File: config.mk
export PLATFORM = sky130hd
export DESIGN_NAME = iob_fifo_rd_stream
export DESIGN_NICKNAME = d
export VERILOG_FILES = /design/src/rtl/iob_fifo_rd_stream_pkg.sv /design/src/rtl/iob_fifo_rd_stream_buf.sv /design/src/rtl/iob_fifo_rd_stream.sv
export SDC_FILE = /design/constraint.sdc
export NUM_CORES = 1
export LEC_CHECK = 0
export ABC_AREA = 1
export BUFFER_PORTS_ARGS = -buffer_cell sky130_fd_sc_hd__buf_4
export CAP_MARGIN = 5
export CORE_ASPECT_RATIO = 1.2
export CORE_MARGIN = 4
export CORE_UTILIZATION = 40
export CTS_CLUSTER_SIZE = 40
export DETAILED_ROUTE_END_ITERATION = 10
export GPL_TIMING_DRIVEN = 0
export SYNTH_ARGS = -nofsm -noshare
export SYNTH_HDL_FRONTEND = slang
export SYNTH_SLANG_ARGS = --single-unit
File: constraint.sdc
create_clock -name clk_i -period 1.55 [get_ports clk_i]
set_input_delay 0.31 -clock clk_i [delete_from_list [all_inputs] [get_ports clk_i]]
set_output_delay 0.31 -clock clk_i [all_outputs]
set_load 0.03 [all_outputs]
File: src/rtl/iob_fifo_rd_stream_pkg.sv
// Shared constants and types for the FIFO read-side stream adapter:
// output buffer depth, occupancy state encodings and the issue-room helper.
package iob_fifo_rd_stream_pkg;

    // Number of words the output buffer can hold (head + tail).
    localparam int BUF_DEPTH = 2;

    // Occupancy of the output buffer; the encoding equals the word count.
    typedef enum logic [1:0] {
        OCC_EMPTY = 2'd0,
        OCC_ONE   = 2'd1,
        OCC_TWO   = 2'd2
    } occ_e;

    // True when buffered words plus the word in flight leave room for one more read.
    function automatic logic room_for_issue(input logic [1:0] cnt, input logic inflight);
        return ({1'b0, cnt} + {2'b00, inflight}) < 3'(BUF_DEPTH);
    endfunction

endpackage

File: src/rtl/iob_fifo_rd_stream_buf.sv
// Two-entry head/tail register buffer with push, pop and synchronous clear.
// Head is presented to the consumer; a pop while full moves tail into head.
module iob_fifo_rd_stream_buf
    import iob_fifo_rd_stream_pkg::*;
#(
    parameter int DATA_W = 32
) (
    input  logic              clk_i,
    input  logic              arst_n_i,
    input  logic              cke_i,
    input  logic              clr_i,
    input  logic              push_i,
    input  logic [DATA_W-1:0] push_data_i,
    input  logic              pop_i,
    output logic [1:0]        cnt_o,
    output logic              valid_o,
    output logic [DATA_W-1:0] head_o
);

    occ_e              state_q, state_d;
    logic [DATA_W-1:0] head_q, head_d;
    logic [DATA_W-1:0] tail_q, tail_d;

    // State and storage registers; a low clock enable freezes everything.
    always_ff @(posedge clk_i or negedge arst_n_i) begin
        if (!arst_n_i) begin
            state_q <= OCC_EMPTY;
            head_q  <= '0;
            tail_q  <= '0;
        end else if (cke_i) begin
            state_q <= state_d;
            head_q  <= head_d;
            tail_q  <= tail_d;
        end
    end

    // Occupancy transitions: next count = count + push - pop, clear wins.
    always_comb begin
        state_d = state_q;
        head_d  = head_q;
        tail_d  = tail_q;
        if (clr_i) begin
            state_d = OCC_EMPTY;
        end else begin
            case (state_q)
                OCC_EMPTY: begin
                    if (push_i) begin
                        head_d  = push_data_i;
                        state_d = OCC_ONE;
                    end
                end
                OCC_ONE: begin
                    if (push_i && pop_i) begin
                        head_d = push_data_i;
                    end else if (push_i) begin
                        tail_d  = push_data_i;
                        state_d = OCC_TWO;
                    end else if (pop_i) begin
                        state_d = OCC_EMPTY;
                    end
                end
                OCC_TWO: begin
                    // The issue logic never lets a push arrive here without a pop.
                    if (pop_i) begin
                        head_d = tail_q;
                        if (push_i) begin
                            tail_d = push_data_i;
                        end else begin
                            state_d = OCC_ONE;
                        end
                    end
                end
                default: state_d = OCC_EMPTY;
            endcase
        end
    end

    assign cnt_o   = state_q;
    assign valid_o = (state_q != OCC_EMPTY);
    assign head_o  = head_q;

endmodule

File: src/rtl/iob_fifo_rd_stream.sv
// Read-side adapter turning the async FIFO read port (r_en pulse, 1-cycle
// registered read data, empty flag) into a valid/ready stream with a 2-word
// prefetch buffer. Optional packet framing (len_i / m_last_o) is enabled by
// defining IOB_FIFO_RD_STREAM_LAST_EN.
module iob_fifo_rd_stream
    import iob_fifo_rd_stream_pkg::*;
#(
    parameter int DATA_W = 32,
    parameter int LEN_W  = 16
) (
    input  logic              clk_i,
    input  logic              arst_n_i,
    input  logic              cke_i,
    input  logic              rst_i,
    output logic              fifo_r_en_o,
    input  logic [DATA_W-1:0] fifo_r_data_i,
    input  logic              fifo_r_empty_i,
    output logic              m_valid_o,
    input  logic              m_ready_i,
    output logic [DATA_W-1:0] m_data_o
`ifdef IOB_FIFO_RD_STREAM_LAST_EN
    ,
    input  logic [LEN_W-1:0]  len_i,
    output logic              m_last_o
`endif
);

    logic       run_q;
    logic       inflight_q, inflight_d;
    logic [1:0] cnt;
    logic       pop;
    logic       issue;
    logic       capture;

    // run_q holds off reads until the first clock edge after reset release.
    always_ff @(posedge clk_i or negedge arst_n_i) begin
        if (!arst_n_i) begin
            run_q <= 1'b0;
        end else begin
            run_q <= 1'b1;
        end
    end

    assign pop   = m_valid_o & m_ready_i & cke_i;
    assign issue = run_q & cke_i & ~rst_i & ~fifo_r_empty_i
                 & (room_for_issue(cnt, inflight_q) | pop);
    assign fifo_r_en_o = issue;

    // A word is in flight for exactly one enabled cycle after each read request.
    assign inflight_d = issue;
    always_ff @(posedge clk_i or negedge arst_n_i) begin
        if (!arst_n_i) begin
            inflight_q <= 1'b0;
        end else if (cke_i) begin
            inflight_q <= inflight_d;
        end
    end

    // A word returning during a flush is dropped on purpose.
    assign capture = inflight_q & ~rst_i;

    iob_fifo_rd_stream_buf #(
        .DATA_W (DATA_W)
    ) u_buf (
        .clk_i       (clk_i),
        .arst_n_i    (arst_n_i),
        .cke_i       (cke_i),
        .clr_i       (rst_i),
        .push_i      (capture),
        .push_data_i (fifo_r_data_i),
        .pop_i       (pop),
        .cnt_o       (cnt),
        .valid_o     (m_valid_o),
        .head_o      (m_data_o)
    );

`ifdef IOB_FIFO_RD_STREAM_LAST_EN
    logic [LEN_W-1:0] beat_q, beat_d;
    logic [LEN_W-1:0] len_m1;

    // A zero length behaves as single-beat packets.
    assign len_m1   = (len_i == '0) ? '0 : (len_i - LEN_W'(1));
    assign m_last_o = m_valid_o & (beat_q == len_m1);

    // Beat position within the current packet, wrapping after the last beat.
    always_comb begin
        beat_d = beat_q;
        if (rst_i) begin
            beat_d = '0;
        end else if (pop) begin
            beat_d = m_last_o ? '0 : (beat_q + LEN_W'(1));
        end
    end

    // Beat counter register, frozen when the clock enable is low.
    always_ff @(posedge clk_i or negedge arst_n_i) begin
        if (!arst_n_i) begin
            beat_q <= '0;
        end else if (cke_i) begin
            beat_q <= beat_d;
        end
    end
`endif

endmodule

Word-level counts from Yosys, hierarchy flattened
Index checks and enable logic that the tools add are counted.
- $add $sub $neg: 1
- eq/ne operators: 11
- $lt $le $gt $ge: 1
- muxes and demuxes: 16
- reductions and logical operators: 8
- bitwise operators: 10
- operator list (cell ; number):
    two-way mux 32 bit ; 6
    case mux 32 bit (3 select lines) ; 1
    case mux 32 bit (2 select lines) ; 1
    two-way mux 2 bit ; 7
    AND reduction 6 bit ; 2
    != test 3 bit (second input constant) ; 3
    AND 1 bit ; 7
    case mux 2 bit (3 select lines) ; 1
    AND reduction 5 bit ; 1
    != test 2 x 1 -> 1 bit (second input constant) ; 2
    != test 2 bit (second input constant) ; 2
    != test 4 x 3 -> 1 bit (second input constant) ; 1
    nonzero test 2 bit ; 2
    adder 2 x 1 -> 3 bit ; 1
    less-than comparator 3 x 2 -> 1 bit (second input constant) ; 1
    != test 3 x 2 -> 1 bit (second input constant) ; 1
    nonzero test 3 bit ; 1
    == test 2 x 1 -> 1 bit (second input constant) ; 1
    == test 2 bit (second input constant) ; 1
    logical NOT 2 bit ; 1
    NOT 1 bit ; 2
    logical AND 1 bit ; 1
    OR 1 bit ; 1
- register bits after elaboration: 68
- word-level logic and storage cells: 52

Logic depth before layout (Yosys ltp)
Gate-level depths: netlist (run 1).
- word-level depth: 8
- gate-level depth with buffers: 9
- mapped depth without buffers: 8

Hierarchy
Synthesis (run 1) repeated with hierarchy kept, for this count alone.
- cell total of the unflattened synthesis: 439
- area, all modules: 3323.2 um^2
- by module, submodules not included (module ; sequential area each (um^2) ; area each (um^2) ; times used ; cells an instance):
    iob_fifo_rd_stream_buf ; 1651.6 ; 3201.8 ; 1 ; 419
    iob_fifo_rd_stream ; 50.0 ; 121.4 ; 1 ; 20

Worst setup path after synthesis (run 1)
No wires, ideal clock.
- path kind: reg2out
- from: register u_buf.state_q[0] (netlist: u_buf.cnt_o[0])
- to: output port fifo_r_en_o
- cell stages (with the launch flop): 6
- data arrival time: 1.162 ns
- setup slack: 0.078 ns
- path buffers: 0
- cell sequence: dfrtp_1 -> nor2_1 -> inv_1 -> nand3b_1 -> nand4_1 -> inv_1
- cells in the longest elaborated chain, start to end: 5
- elaborated cells on any way between the ends: 7
- ends and longest elaborated chain (what ; line ; text):
    start: declaration ; iob_fifo_rd_stream_buf.sv:20 ; occ_e state_q, state_d;
    start signal: assignment ; iob_fifo_rd_stream_buf.sv:31 ; state_q <= state_d;
    nonzero test 2 bit ; iob_fifo_rd_stream_buf.sv:79 ; assign valid_o = (state_q != OCC_EMPTY);
    via m_valid_o ; iob_fifo_rd_stream.sv:18 ; output logic m_valid_o,
    AND 1 bit (2 in series) ; iob_fifo_rd_stream.sv:44 ; assign pop = m_valid_o & m_ready_i & cke_i;
    OR 1 bit ; iob_fifo_rd_stream.sv:46 ; & (room_for_issue(cnt, inflight_q) | pop);
    AND 1 bit ; iob_fifo_rd_stream.sv:46 ;
    end: declaration ; iob_fifo_rd_stream.sv:15 ; output logic fifo_r_en_o,
The timed path passes the listed nets, and every way through them passes these cells.

Final worst setup path (run 1)
- from: register u_buf.state_q[1] (netlist: u_buf.cnt_o[1])
- to: output port fifo_r_en_o
- cells in the longest elaborated chain, start to end: 5
- elaborated cells on any way between the ends: 7
- ends and longest elaborated chain (what ; line):
    branches (longest 3 deep; another with adder 2 x 1 -> 3 bit) ; --
    OR 1 bit * ; iob_fifo_rd_stream.sv:46
    AND 1 bit * ; iob_fifo_rd_stream.sv:46
Every way passes the cells marked *.

==> results of run 1 <==
[layout by cell type (no fill, tap or decap), types with 2 or more instances in the layout]
cell,count
buf_2,2
nand4_1,3
clkbuf_8,10
buf_4,86
inv_1,38
dfrtp_2,2
dfrtp_1,66
nand2_4,3
nor2_1,2
nand2_2,3
nand3_1,34
o21ai_1,46
clkbuf_4,2
o21ai_0,21
nor2_2,2
buf_6,9
nand2_1,137
nor2_4,2
inv_2,3
[cell families after synthesis]
group / Yosys count
other: 1
buffers and inverters: 63
flip-flops: 68
AND/OR/NAND/NOR: 189
AO/OA/AOI/OAI: 70
[stage by stage]
| step | power [mW] | setup TNS (ns) | setup slack (ns) |
|---|---|---|---|
| 2_1_floorplan | 4.79 | 0 | 0.0785 |
| 3_3_place_gp | 5.84 | -0.296 | -0.0158 |
| 3_5_place_dp | 5.90 | -1.20 | -0.0418 |
| 4_1_cts | 7.46 | -0.626 | -0.103 |
| 5_1_grt | 8.00 | -1.37 | -0.225 |
| 6_report | 7.47 | -0.109 | -0.109 |
[flip-flops by register name, indices dropped and copies added (netlist names)]
signal	count
inflight_q	1
u_buf.head_o	32
run_q	1
u_buf.cnt_o	2
u_buf.tail_q	32
[timing repair]
item                                    4_1_cts  5_1_grt
resized for setup                            21       44
pin swaps                                     3        6
gates cloned                                  0        0
endpoints found under the setup margin        7       64
hold endpoints to repair                      0        0
setup buffers                                 5        2
[worst max-delay path, delay by kind of cell (launching register included)]
family                 cells  cell delay (ns)
buffers and inverters      2             0.21
flip-flops                 1             0.45
AND/OR/NAND/NOR            3             0.36
[where the power goes]
part           internal, mW  switching (mW)
sequential             2.60           0.458
combinational          1.16            1.84
clock                 0.769           0.644
[layer usage]
| layer | global-route usage | vias to the layer above | part of all wire | wire (um) |
|---|---|---|---|---|
| li1 | - | 1412 | - | - |
| met1 | 0.226 | 1265 | 0.44 | 3310 |
| met2 | 0.265 | 62 | 0.49 | 3760 |
| met3 | 0.0410 | 10 | 0.053 | 401 |
| met4 | 0.0745 | 0 | 0.017 | 133 |
| met5 | 0 | - | 0 | 0 |
[worst max path at each step]
stage                                  end  cells past startpoint                  startpoint
2_1_floorplan                  fifo_r_en_o                      5  u_buf.cnt_o[0]$_DFFE_PN0P_
3_3_place_gp   u_buf.tail_q[7]$_DFFE_PN0P_                      8                       rst_i
3_5_place_dp   u_buf.tail_q[5]$_DFFE_PN0P_                      8                       rst_i
4_1_cts                        fifo_r_en_o                      6  u_buf.cnt_o[1]$_DFFE_PN0P_
5_1_grt                        fifo_r_en_o                      5  u_buf.cnt_o[1]$_DFFE_PN0P_
6_report                       fifo_r_en_o                      5  u_buf.cnt_o[1]$_DFFE_PN0P_
[cell type report]
cell class	instances	area, um^2	share of cell area
buffer	22	183	0.0442
sequential	68	1700	0.412
clock buffer	10	138	0.0333
timing repair buffer	78	593	0.143
tap	92	115	0.0278
multi-input combinational	260	1200	0.290
clock inverter	4	51.3	0.0124
inverter	41	154	0.0372
==> summary.txt, run 1 <==
Setup path
  – Crit-path max cell delay: 0.45 ns
  – Critical Path End Type: output pin
  – CP startpoint kind: register
  – Reg-to-reg startpoint: u_buf.cnt_o[1]$_DFFE_PN0P_
  – Worst R2R Path Depth: 8
  – Crit-path cells: nor2_2 > nand3b_1 > nand4_1 > inv_1 > buf_6
  – CP max stage cell: dfrtp_2
  – Path type of the worst setup path: register to output pin
  – WP data arrival: roughly 1.4 ns
  – R2R setup slack: about 0.040 ns
  – Critical Path RT: 1.24 ns
  – Worst r2r dst: u_buf.tail_q[13]$_DFFE_PN0P_
  – CP max FO: 4

Placed design
  – Placed Cells: 554
  – Placed Area: between 3000 and 4000 um^2
  – Dpl hpwl: roughly 5.2 mm
  – Gpl congestion: slightly above 0.7
  – IO buf count: 71

Yosys
  – Adder-cell area share of the yosys netlist: 0
  – Ys async rst share: 1.00
  – Avg Cell Area, Syn: ~8.0 um^2
  – Largest family of logic cells by synthesized area: simple AND/OR/NAND/NOR gates
  – Sequential-to-total area share from yosys stat: 0.546
  – Syn Std Cell Area: between 3000 and 4000 um^2
  – List of most frequent post-synthesis cells: nand2_1 (142), dfrtp_1 (68), inv_1 (39), nand3_1 (34), o21ai_0 (34)
  – Mapped Cells: approximately 390
  – Compound-Gate Fraction of Synth Area: 0.114
  – Yosys warning total: 0
  – Post-Synth XOR/XNOR Area: 0
  – Yosys cell types: 20
  – Top post-synthesis cells by area: dfrtp_1 (55%), nand2_1 (17%), nand3_1 (5.5%)
  – Synth Register Bits: just under 70
  – Multiplexer share of the synthesized area: 0
  – Post-Synth Simple-Gate Area: 0.249
  – Syn nets: around 430
  – Yosys top cell area share: 0.546
  – Yosys top cell by area: dfrtp_1
  – Ys flop type: dfrtp_1
  – Post-synth EDFFs: 0
  – Count leader, synth: nand2_1

Detailed routing
  – Vias: approximately 2700
  – Post-route ant nets: 0
  – Final wirelength: about 7.6 mm
  – Routed wire per std cell: approximately 13 um
  – Initial DRC count: around 140
  – First-pass DRT Iterations: 4
  – DRC violation count after routing: 0
  – Vias per cell: 4.78

Clock tree
  – Clk slew on worst S/H paths: around 0.07 ns
  – Clock root cell: clkbuf_8
  – Total CTS buffers: 9
  – Clock sinks: 68
  – CTS tree: done
  – Clock latency at the later pin of the worst-skew pair: approximately 0.34 ns
  – Maximum buffer depth of the clock tree: 2
  – H-tree levels: 3
  – Post-CTS Hold Buffers: 0

Floorplan
  – Die W: between 80 and 90 um
  – DIE AREA: around 9000 um^2
  – Die Height: between 100 and 150 um
  – # IOs: 72
  – Cell row count: 35
  – Core area: roughly 7600 um^2
  – Initial Util: 0.409

Timing
  – Period Utilization, post-route: 1.07
  – Rel. slew slack: 0.426
  – Final setup margin: -0.109 ns
  – Final setup violation count: 1
  – Setup Skew: around 0.010 ns
  – Highest Clock Rate: approximately 600 MHz
  – Measured slew at the worst slew-check pin: around 0.86 ns
  – Final hold slack: 0.0787 ns
  – Final hold violations: 0
  – Max-slew violation count: 0
  – Minimum clock period: around 1.7 ns
  – RSZ-0062 raised after global routing: true

Layout
  – Net count, final: about 520
  – Area Growth Syn to Fin: 32.8%
  – Cell area after layout: 4140 um^2
  – Util after Layout: 0.543
  – FILL cells: around 740
  – # diodes: 0
  – Post-Layout Cell Count: 575
  – Share of cells above drive strength 1: 0.271

Outcome
  – Status: finished, violations left
  – Violated checks: setup timing

Worst hold path
  – Hold WC Path Type: primary input to async pin

Global route
  – Vias in the first global route: around 2500
  – Global-route usage over all layers: 0.171
  – Pin count of the biggest net entering global routing: a little under 70
  – Initial antenna violation count: 0
  – First-pass GRT wire length: 12.3 mm
  – Total grt overflow: 0

Pwr
  – PD cells: roughly 1800 nW/um^2
  – IR drop worst, VDD: about 1 mV
  – Lkg Pwr: 2.34 nW

Job
  – Max_cap viols: 0
(Power assumes the default switching activity.)
==> run 2, diff against run 1 <==
- CAP_MARGIN: 5 -> 20
- CELL_PAD_IN_SITES_DETAIL_PLACEMENT: unset -> 1
- CELL_PAD_IN_SITES_GLOBAL_PLACEMENT: unset -> 2
- CORE_UTILIZATION: 40 -> 30
- PLACE_DENSITY_LB_ADDON: unset -> 0.1
- SLEW_MARGIN: unset -> 0
==> run 2 against run 1 <==
- the flow still finishes with violations (setup timing)
- wire length grew 28%
- maximum frequency shrank 2.5%
- hold slack gained 0.035 ns
- clock-buffer cell count grew 5
- largest cell class unchanged
- largest power group is now combinational logic
==> summary.txt, run 2 (synthesis gave the netlist of run 1 again) <==
Timing
  – Minimum clock period: 1.70 ns (was 1.66 ns)
  – Final hold violations: 0 (unchanged)
  – Final setup margin: -0.152 ns (was -0.109 ns)
  – Period Utilization, post-route: 1.10 (was 1.07)
  – Final setup violation count: 33 (was 1)
  – Final hold slack: 0.114 ns (was 0.0787 ns)
  – Measured slew at the worst slew-check pin: 0.900 ns (was 0.860 ns)
  – RSZ-0062 raised after global routing: true (unchanged)
  – Setup Skew: 0.00316 ns (was 0.0105 ns)
  – Highest Clock Rate: 588 MHz (was 603 MHz)
  – Rel. slew slack: 0.400 (was 0.426)
  – Max-slew violation count: 0 (unchanged)

Floorplan
  – Cell row count: 40 (was 35)
  – Die W: 101 um (was 88.6 um)
  – Core area: 10100 um^2 (was 7620 um^2)
  – DIE AREA: 12100 um^2 (was 9270 um^2)
  – Die Height: 120 um (was 105 um)
  – # IOs: 72 (unchanged)
  – Initial Util: 0.310 (was 0.409)

Clock tree
  – Clk slew on worst S/H paths: 0.06 ns (was 0.07 ns)
  – Maximum buffer depth of the clock tree: 2 (unchanged)
  – Clock sinks: 68 (unchanged)
  – Clock root cell: clkbuf_16 (was clkbuf_8)
  – Post-CTS Hold Buffers: 0 (unchanged)
  – Clock latency at the later pin of the worst-skew pair: 0.33 ns (was 0.34 ns)
  – H-tree levels: 3 (unchanged)
  – CTS tree: done (unchanged)
  – Total CTS buffers: 9 (unchanged)

Worst hold path
  – Hold WC Path Type: primary input to async pin (unchanged)

Pwr
  – IR drop worst, VDD: 0.629 mV (was 0.976 mV)
  – PD cells: 1830 nW/um^2 (was 1810 nW/um^2)
  – Lkg Pwr: 2.49 nW (was 2.34 nW)

Placed design
  – Placed Cells: 588 (was 554)
  – Dpl hpwl: 6.10 mm (was 5.17 mm)
  – Gpl congestion: 0.718 (was 0.726)
  – IO buf count: 71 (unchanged)

Detailed routing
  – Final wirelength: 9.76 mm (was 7.61 mm)
  – Initial DRC count: 73 (was 137)
  – DRC violation count after routing: 0 (unchanged)
  – Vias per cell: 4.67 (was 4.78)
  – Vias: 2917 (was 2749)
  – First-pass DRT Iterations: 4 (unchanged)
  – Routed wire per std cell: 15.6 um (was 13.2 um)
  – Post-route ant nets: 0 (unchanged)

Setup path
  – CP startpoint kind: register (unchanged)
  – Worst r2r dst: u_buf.tail_q[18]$_DFFE_PN0P_ (was u_buf.tail_q[13]$_DFFE_PN0P_)
  – Critical Path RT: 1.24 ns (about the same)
  – Critical Path End Type: output pin (unchanged)
  – Reg-to-reg startpoint: inflight_q$_DFFE_PN0P_ (was u_buf.cnt_o[1]$_DFFE_PN0P_)
  – WP data arrival: 1.39 ns (was 1.35 ns)
  – R2R setup slack: -0.08 ns (was 0.04 ns)
  – Path type of the worst setup path: register to output pin (unchanged)
  – Worst R2R Path Depth: 8 (unchanged)
  – CP max FO: 6 (was 4)
  – CP startpoint: u_buf.cnt_o[1]$_DFFE_PN0P_ (unchanged)

Layout
  – FILL cells: 1211 (was 744)
  – Area Growth Syn to Fin: 48.1% (was 32.8%)
  – Share of cells above drive strength 1: 0.363 (was 0.271)
  – Post-Layout Cell Count: 624 (was 575)
  – # diodes: 0 (unchanged)
  – Net count, final: 531 (was 518)
  – Most frequent cells in the layout: nand2_1 (99), buf_4 (91), dfrtp_1 (66) (was nand2_1 (137), buf_4 (86), dfrtp_1 (66))
  – Commonest non-fill, non-tap cell in the layout: nand2_1 (unchanged)

Global route
  – Pin count of the biggest net entering global routing: 69 (unchanged)
  – Initial antenna violation count: 0 (unchanged)
  – First-pass GRT wire length: 15.0 mm (was 12.3 mm)
  – Total grt overflow: 0 (unchanged)
  – Global-route usage over all layers: 0.158 (was 0.171)
  – Vias in the first global route: 2996 (was 2533)

Outcome
  – Status: finished, violations left (unchanged)
  – Violated checks: setup timing (unchanged)

Job
  – Max_cap viols: 0 (unchanged)
## run 2: worst max path at each step
stage                              endpoint  slack (ns)  depth (start not counted)
2_1_floorplan                   fifo_r_en_o        0.08                          5
3_3_place_gp   u_buf.head_o[27]$_DFFE_PN0P_       -0.12                          6
3_5_place_dp    u_buf.head_o[3]$_DFFE_PN0P_       -0.12                          6
4_1_cts                         fifo_r_en_o       -0.12                          6
5_1_grt                         fifo_r_en_o       -0.22                          6
6_report                        fifo_r_en_o       -0.15                          6
## run 2: what timing repair did
action / in CTS / in global routing
cloned: 0 / 5
pin swaps: 4 / 10
gates resized for setup: 21 / 98
buffers inserted: 11 / 4
endpoints found under the setup margin: 63 / 65
## run 2: area by class of cell
| class | count | area, um^2 | area share |
|---|---|---|---|
| flip-flops and latches | 68 | 1700 | 0.369 |
| multi-input cells | 261 | 1370 | 0.297 |
| plain buffers | 22 | 183 | 0.0396 |
| well taps | 126 | 158 | 0.0342 |
| inverters | 41 | 154 | 0.0334 |
| clock buffers | 15 | 278 | 0.0602 |
| repair buffers | 90 | 761 | 0.165 |
| clock inverters | 1 | 5.00 | 0.00108 |
## run 2: where the power goes
group,internal (mW),total (mW),switching (mW)
Clock,1.21,1.98,0.761
Sequential,2.61,3.18,0.574
Combinational,1.34,3.28,1.94
Total,5.16,8.44,3.27
## run 2: metal layers
layer / wire, um / global-route usage / vias to the layer above / share of wire
met4: 187 / 0.0599 / 0 / 0.019
met1: 4350 / 0.200 / 1403 / 0.45
li1: - / - / 1446 / -
met5: 0 / 0 / - / 0
met2: 4840 / 0.271 / 50 / 0.50
met3: 373 / 0.0227 / 18 / 0.038
## run 2: per-stage QoR
step | TNS, ns | area (um^2) | power [mW] | worst slack (ns) | util
finish | -2.10 | 4610 | 8.44 | -0.152 | 0.459
global route | -8.02 | 4610 | 9.00 | -0.221 | 0.459
CTS | -0.145 | 4230 | 8.10 | -0.124 | 0.421
detailed placement | -5.36 | 3810 | 5.96 | -0.118 | 0.378
global placement | -3.07 | 3810 | 5.88 | -0.122 | 0.378
floorplan | 0 | 3120 | 4.79 | 0.0785 | -
## run 2: critical path: stages, from the launching register on
cell and delay, ns:
dfrtp_2 0.46, nor2_4 0.12, inv_2 0.04, nand3b_1 0.08, nand4_1 0.12, inv_1 0.10
buf_6 0.13
